===== src/rtl/apb_master.sv =====
// apb_master: APB4 requester that turns a valid/ready command port into
// SETUP/ACCESS transfers, one at a time, with one response per command.
// Optional feature: define APB_MASTER_TIMEOUT_EN to bound the ACCESS phase
// to TIMEOUT_CYCLES wait edges; without it ACCESS waits for PREADY forever.
//
// Handshake: a command transfers on a rising PCLK edge where
// cmd_valid && cmd_ready. cmd_ready is high in IDLE, and in ACCESS it follows
// PREADY so the next command hands off on the completion edge. rsp_valid is a
// single-cycle pulse with no backpressure.
module apb_master #(
    parameter int ADDR_WIDTH     = 32,
    parameter int DATA_WIDTH     = 32,
    parameter int STRB_WIDTH     = DATA_WIDTH / 8,
    parameter int TIMEOUT_CYCLES = 16
) (
    input  logic                  PCLK,
    input  logic                  PRESET,
    input  logic                  cmd_valid,
    output logic                  cmd_ready,
    input  logic                  cmd_write,
    input  logic [ADDR_WIDTH-1:0] cmd_addr,
    input  logic [DATA_WIDTH-1:0] cmd_wdata,
    input  logic [STRB_WIDTH-1:0] cmd_strb,
    input  logic [2:0]            cmd_prot,
    output logic                  rsp_valid,
    output logic [DATA_WIDTH-1:0] rsp_rdata,
    output logic                  rsp_err,
    output logic                  PSEL,
    output logic                  PENABLE,
    output logic                  PWRITE,
    output logic [ADDR_WIDTH-1:0] PADDR,
    output logic [DATA_WIDTH-1:0] PWDATA,
    output logic [STRB_WIDTH-1:0] PSTRB,
    output logic [2:0]            PPROT,
    input  logic [DATA_WIDTH-1:0] PRDATA,
    input  logic                  PREADY,
    input  logic                  PSLVERR
);

    typedef enum logic [1:0] {
        IDLE   = 2'd0,
        SETUP  = 2'd1,
        ACCESS = 2'd2
    } state_t;

    state_t state;
    logic   accept;

`ifdef APB_MASTER_TIMEOUT_EN
    localparam int CNT_W = $clog2(TIMEOUT_CYCLES + 1);
    // Value held on the edge that would be the TIMEOUT_CYCLES-th wait edge.
    localparam logic [CNT_W-1:0] CNT_LAST = CNT_W'(TIMEOUT_CYCLES - 1);
    logic [CNT_W-1:0] wait_cnt;
`endif

    // Ready is held low while reset is applied so nothing is accepted then.
    assign cmd_ready = !PRESET && ((state == IDLE) || ((state == ACCESS) && PREADY));
    assign accept    = cmd_valid && cmd_ready;

    // Request registers: capture a command on handshake and hold it between
    // transfers; reads always present zero strobes to the completer.
    always_ff @(posedge PCLK or posedge PRESET) begin
        if (PRESET) begin
            PADDR  <= '0;
            PWDATA <= '0;
            PWRITE <= 1'b0;
            PSTRB  <= '0;
            PPROT  <= 3'd0;
        end else if (accept) begin
            PADDR  <= cmd_addr;
            PWDATA <= cmd_wdata;
            PWRITE <= cmd_write;
            PSTRB  <= cmd_write ? cmd_strb : '0;
            PPROT  <= cmd_prot;
        end
    end

    // Transfer sequencer: IDLE -> SETUP -> ACCESS, with registered bus
    // control and a registered response pulse on completion.
    always_ff @(posedge PCLK or posedge PRESET) begin
        if (PRESET) begin
            state     <= IDLE;
            PSEL      <= 1'b0;
            PENABLE   <= 1'b0;
            rsp_valid <= 1'b0;
            rsp_rdata <= '0;
            rsp_err   <= 1'b0;
`ifdef APB_MASTER_TIMEOUT_EN
            wait_cnt  <= '0;
`endif
        end else begin
            rsp_valid <= 1'b0;
            case (state)
                IDLE: begin
                    PSEL    <= 1'b0;
                    PENABLE <= 1'b0;
                    if (accept) begin
                        PSEL  <= 1'b1;
                        state <= SETUP;
                    end
                end
                SETUP: begin
                    PENABLE <= 1'b1;
                    state   <= ACCESS;
`ifdef APB_MASTER_TIMEOUT_EN
                    wait_cnt <= '0;
`endif
                end
                ACCESS: begin
                    if (PREADY) begin
                        rsp_valid <= 1'b1;
                        rsp_err   <= PSLVERR;
                        rsp_rdata <= PWRITE ? '0 : PRDATA;
                        PENABLE   <= 1'b0;
                        if (accept) begin
                            state <= SETUP;
                        end else begin
                            PSEL  <= 1'b0;
                            state <= IDLE;
                        end
                    end
`ifdef APB_MASTER_TIMEOUT_EN
                    else if (wait_cnt == CNT_LAST) begin
                        // Completer never answered: abandon the transfer.
                        rsp_valid <= 1'b1;
                        rsp_err   <= 1'b1;
                        rsp_rdata <= '0;
                        PSEL      <= 1'b0;
                        PENABLE   <= 1'b0;
                        state     <= IDLE;
                    end else begin
                        wait_cnt <= wait_cnt + CNT_W'(1);
                    end
`endif
                end
                default: begin
                    PSEL    <= 1'b0;
                    PENABLE <= 1'b0;
                    state   <= IDLE;
                end
            endcase
        end
    end

endmodule


===== config.mk =====
export PLATFORM = sky130hd
export DESIGN_NAME = apb_master
export DESIGN_NICKNAME = d
export VERILOG_FILES = /design/src/rtl/apb_master.sv
export SDC_FILE = /design/constraint.sdc
export NUM_CORES = 1
export LEC_CHECK = 0
export ABC_AREA = 1
export CORE_AREA = 2 2 101 128
export CTS_BUF_LIST = sky130_fd_sc_hd__clkbuf_16
export CTS_CLUSTER_DIAMETER = 40
export CTS_CLUSTER_SIZE = 8
export DETAILED_ROUTE_END_ITERATION = 7
export DIE_AREA = 0 0 103 130
export GPL_TIMING_DRIVEN = 0
export HOLD_SLACK_MARGIN = 0.05
export PLACE_DENSITY = 0.82
export REMOVE_ABC_BUFFERS = 1
export SLEW_MARGIN = 20
export SYNTH_ARGS = -nofsm -noshare
export SYNTH_HDL_FRONTEND = slang
export SYNTH_SLANG_ARGS = --single-unit

===== constraint.sdc =====
create_clock -name PCLK -period 6.5 [get_ports PCLK]
set_input_delay 1.95 -clock PCLK [delete_from_list [all_inputs] [get_ports PCLK]]
set_output_delay 1.95 -clock PCLK [all_outputs]
set_load 0.02 [all_outputs]

; Word level (Yosys, flattened, before mapping)
; Index checks and enable logic that the tools add are counted.
[word_totals]
register_bits = 110
out_inout_bits = 109
word_cells = 40
[classes]
n_eq_ne = 5
mux = 14
n_bitwise = 1
n_reduce_logical = 9
[op_table]
columns = cell, n
row1 = 32-bit two-way mux, 1
row2 = 1-bit two-way mux, 7
row3 = 2-bit inequality test (second input constant), 3
row4 = 2-bit case mux with 3 select lines, 1
row5 = 2-bit two-way mux, 2
row6 = 4-bit two-way mux, 1
row7 = 2-bit AND reduction, 2
row8 = 1-bit logical AND, 3
row9 = 1-bit case mux with 3 select lines, 1
row10 = 3-bit AND reduction, 1
row11 = 2-bit by 1-bit equality test with 1-bit output (second input constant), 1
row12 = 2-bit equality test (second input constant), 1
row13 = 2-bit logical NOT, 1
row14 = 1-bit case mux with 2 select lines, 1
row15 = 1-bit logical NOT, 1
row16 = 1-bit logical OR, 1
row17 = 1-bit NOT, 1

; Logic depth before layout (Yosys ltp)
; Gate-level depths: netlist of run 1.
[logic_depth]
word_depth = 8
mapped_depth = 8

; Worst setup path before layout of run 1
; Ideal clock, no wire load.
[synth_timing]
kind = input-to-output
from = in PRESET
to = out cmd_ready
arrival_time_ps = 4639
t_required_ps = 4550
path_slack_ps = -89
cell_stages = 3
path_buffers = 0
cell_sequence = inv_1 nand2_1 inv_1
[synth_via]
elab_chain_len = 2
[synth_lines]
columns = element, line
row1 = "start, declared", 17  ; input logic PRESET,
row2 = 1-bit logical NOT (no line), --
row3 = 1-bit logical AND, 57  ; assign cmd_ready = !PRESET && ((state == IDLE) || ((state == ACCESS) && PREADY));
row4 = "end, declared", 19  ; output logic cmd_ready,
; No other way between the ends.

; Worst setup path in the final report of run 1
; Ends and elaborated chain as after synthesis.

==> results of run 1 <==
==> power groups by stage <==
stage               combinational, W  sequential [W]  clock, W
finish                      0.000813        0.000928  0.000576
global route                0.000878        0.000946  0.000623
CTS                         0.000824        0.000929  0.000597
detailed placement          0.000821        0.000939         0
global placement            0.000798        0.000930         0
floorplan                   0.000170         0.00113         0
==> layout by cell type, fill, tap and decap left out, types with 2 or more instances in the layout <==
cell	instances
inv_1	6
clkdlybuf4s50_1	217
dfrtp_1	110
bufinv_16	2
inv_2	2
clkinvlp_4	2
nand2_1	290
inv_6	3
clkbuf_16	9
nand3_1	33
==> layer usage <==
metal | vias to the layer above | part of all wire, % | global-route usage, %
met2 | 164 | 50 | 30.44
met1 | 1808 | 39 | 20.17
met4 | 0 | 2.4 | 8.127
met5 | - | 0 | 0
li1 | 1857 | - | -
met3 | 20 | 8.9 | 5.196
==> registers in the layout, indices dropped and copies added, names as in the netlist, 2 cells and up <==
register / count
PPROT: 3
PWDATA: 32
state: 2
rsp_rdata: 32
PSTRB: 4
PADDR: 32
==> kinds of logic after synthesis <==
| family | share of synthesized area (%) |
|---|---|
| AND/OR/NAND/NOR | 30.44 |
| flip-flops | 63.90 |
| buffers and inverters | 5.170 |
| AO/OA/AOI/OAI | 0.4937 |
==> through the flow <==
stage | setup TNS [ns] | util (%) | hold slack, ns | setup WS (ns) | instances
2_1_floorplan | -52.55 | - | 0.5721 | -0.7640 | 451
3_3_place_gp | -244.07 | 52.85 | 0.4563 | -3.447 | 836
3_5_place_dp | 0 | 53.36 | 0.4639 | 0.5316 | 838
4_1_cts | 0 | 55.90 | 0.4832 | 0.5319 | 853
5_1_grt | 0 | 55.90 | 0.4971 | 0.4421 | 853
6_report | 0 | 55.90 | 0.4786 | 0.6185 | 853
==> synthesized netlist by cell type <==
| master | n | area share, % |
|---|---|---|
| o21ai_0 | 1 | 0.12 |
| buf_4 | 7 | 1.2 |
| nor2_2 | 1 | 0.15 |
| clkbuf_1 | 1 | 0.087 |
| nor2_8 | 1 | 0.46 |
| a21oi_4 | 1 | 0.38 |
| nand4_1 | 1 | 0.15 |
| inv_1 | 6 | 0.52 |
| dfrtp_1 | 110 | 64 |
| nor2_1 | 1 | 0.087 |
| nand2_1 | 290 | 25 |
| inv_6 | 1 | 0.20 |
| inv_2 | 3 | 0.26 |
| nor2_4 | 1 | 0.26 |
| nand3_2 | 1 | 0.23 |
| nand3_1 | 33 | 3.8 |
| buf_6 | 7 | 1.8 |
| buf_2 | 9 | 1.0 |
==> how the worst max path moves through the flow <==
stage	from	endpoint	slack [ns]	cells past startpoint
floorplan	PRESET	PSEL	-0.76	5
global placement	PRESET	PWDATA[12]	-3.45	6
detailed placement	PRESET	cmd_ready	0.53	6
CTS	PRESET	cmd_ready	0.53	6
global route	PRESET	cmd_ready	0.44	6
finish	PRESET	cmd_ready	0.62	6
==> tightest hold or removal path, stage by stage (launching register included) <==
cell     delay, ns
dfrtp_1       0.34
nand2_1       0.05
nand2_1       0.05
==> cell type report <==
class                   count  area [µm²]  share of cell area [%]
well taps                 168       210.2                   3.053
clock inverters             6       87.58                   1.272
multi-input cells         331        1340                   19.46
repair buffers            219        2220                   32.24
clock buffers               9       225.2                   3.271
flip-flops and latches    110        2753                   39.98
inverters                  10       50.05                  0.7269
==> results.json, run 1 <==
{
  "slew_headroom_pct": 34.56,
  "grt-ovfl-total": 0,
  "grt_pass1_wl_um": 18330,
  "drive_gt1_share_pct": 3.796,
  "ant_nets": 0,
  "period_needed_ns": 5.882,
  "setup_viol": 0,
  "fmax_mhz": 170.0,
  "h-tree-depth": 3,
  "synth.distinct_cells": 18,
  "endpoint_kind": "output port",
  "drv_cap": 0,
  "cp-start-kind": "primary input",
  "routed_wl_um": 12020,
  "crit_top_cell": "clkdlybuf4s50_1",
  "drc": 0,
  "cp_slowest_cell": "clkdlybuf4s50_1",
  "critPathBufInv": 5,
  "outcome": "finished, final reports clean",
  "worstMarginPinSlew_ns": 0.9805,
  "num_rows": 46,
  "postCtsSetupRepairBufs": 0,
  "p_switching_w": 0.0007496,
  "post-route-cell-area_um2": 6885,
  "reg2regPathDepth": 5,
  "tritoncts.num_buffers": 9,
  "peakVddDrop_mv": 0.1304,
  "cts.root.buffer_cell": "clkbuf_16",
  "timing.critical_path.slowest_cell_delay_ns": 0.60,
  "r2r-end": "PWDATA[12]",
  "syn-instance-count": 475,
  "cts_sinks": 110,
  "diodes": 0,
  "die_h_um": 130,
  "synth_warnings": 0,
  "min_from": "PADDR[19]",
  "cts_tree": "built",
  "skew_ns": 0.007724,
  "synth-seq-cells": 110,
  "p_sw_share_pct": 32.35,
  "antenna_found_initial": 0,
  "r2r_setup_slack_ns": 4.48,
  "die_w_um": 103,
  "cts_resized": 0,
  "required_ns": 4.55,
  "die_area_um2": 13390,
  "grt_max_degree": 70,
  "p_comb_share_pct": 35.1,
  "placed_area_um2": 6573,
  "hold_viol": 0,
  "power.internal_w": 0.001567,
  "io_buffer_count": 217,
  "clock_path_buffers": 2,
  "cp_cell_sequence": "clkdlybuf4s50_1 -> inv_6 -> buf_16 -> nand2_1 -> inv_1 -> clkdlybuf4s50_1",
  "track_usage_pct": 17.71,
  "path_clk_slew_ns": 0.07,
  "postCtsHoldBufs": 0,
  "critical_path.top_delay_family": "buffers and inverters",
  "drv_slew": 0,
  "vias": 3849,
  "worstPathArrival_ns": 3.93,
  "wl_per_cell_um": 14.09,
  "fin_nets": 790,
  "coreArea_um2": 12320,
  "drt_iter0_drc": 105,
  "clock_latency_ns": 0.34,
  "min_path_cells": 2,
  "cellPowerDensity_nw_per_um2": 336.5,
  "p_clk_share_pct": 24.8,
  "first_pass_iters": 4,
  "grt_pass1_vias": 3811,
  "io_pins": 218,
  "power_frac_seq_pct": 40.1,
  "n_fill_cell": 1079,
  "ys_seq_area_share_pct": 63.90,
  "r2r_start": "state[0]",
  "hp-class": "reg -> reg",
  "syn_to_final_growth_pct": 59.83,
  "leakagePower_nw": 3.372,
  "worstPathMaxFanout": 57,
  "fin_crit_sh_pct": 90.49,
  "syn_area_um2": 4308,
  "critical_path_class": "in -> out",
  "rsz0062_at_grt": "false",
  "p_total_w": 0.002317,
  "initial_core_util_pct": 34.98,
  "syn_avg_cell_area_um2": 9.069,
  "dpl.hpwl_um": 8773,
  "place_congestion": 0.7306,
  "hold-path-endpoint": "PADDR[19]",
  "via_per_inst": 4.512
}
Power figures use the tool's default switching activity.
==> run 2, diff against run 1 <==
--- a/config.mk
+++ b/config.mk
@@ -9,7 +9,7 @@
 export CORE_AREA = 2 2 101 128
 export CTS_BUF_LIST = sky130_fd_sc_hd__clkbuf_16
 export CTS_CLUSTER_DIAMETER = 40
-export CTS_CLUSTER_SIZE = 8
+export CTS_CLUSTER_SIZE = 16
 export DETAILED_ROUTE_END_ITERATION = 7
 export DIE_AREA = 0 0 103 130
 export GPL_TIMING_DRIVEN = 0
==> results of run 2 <==
Final layout, timing and power as in run 1 (identical DEF).
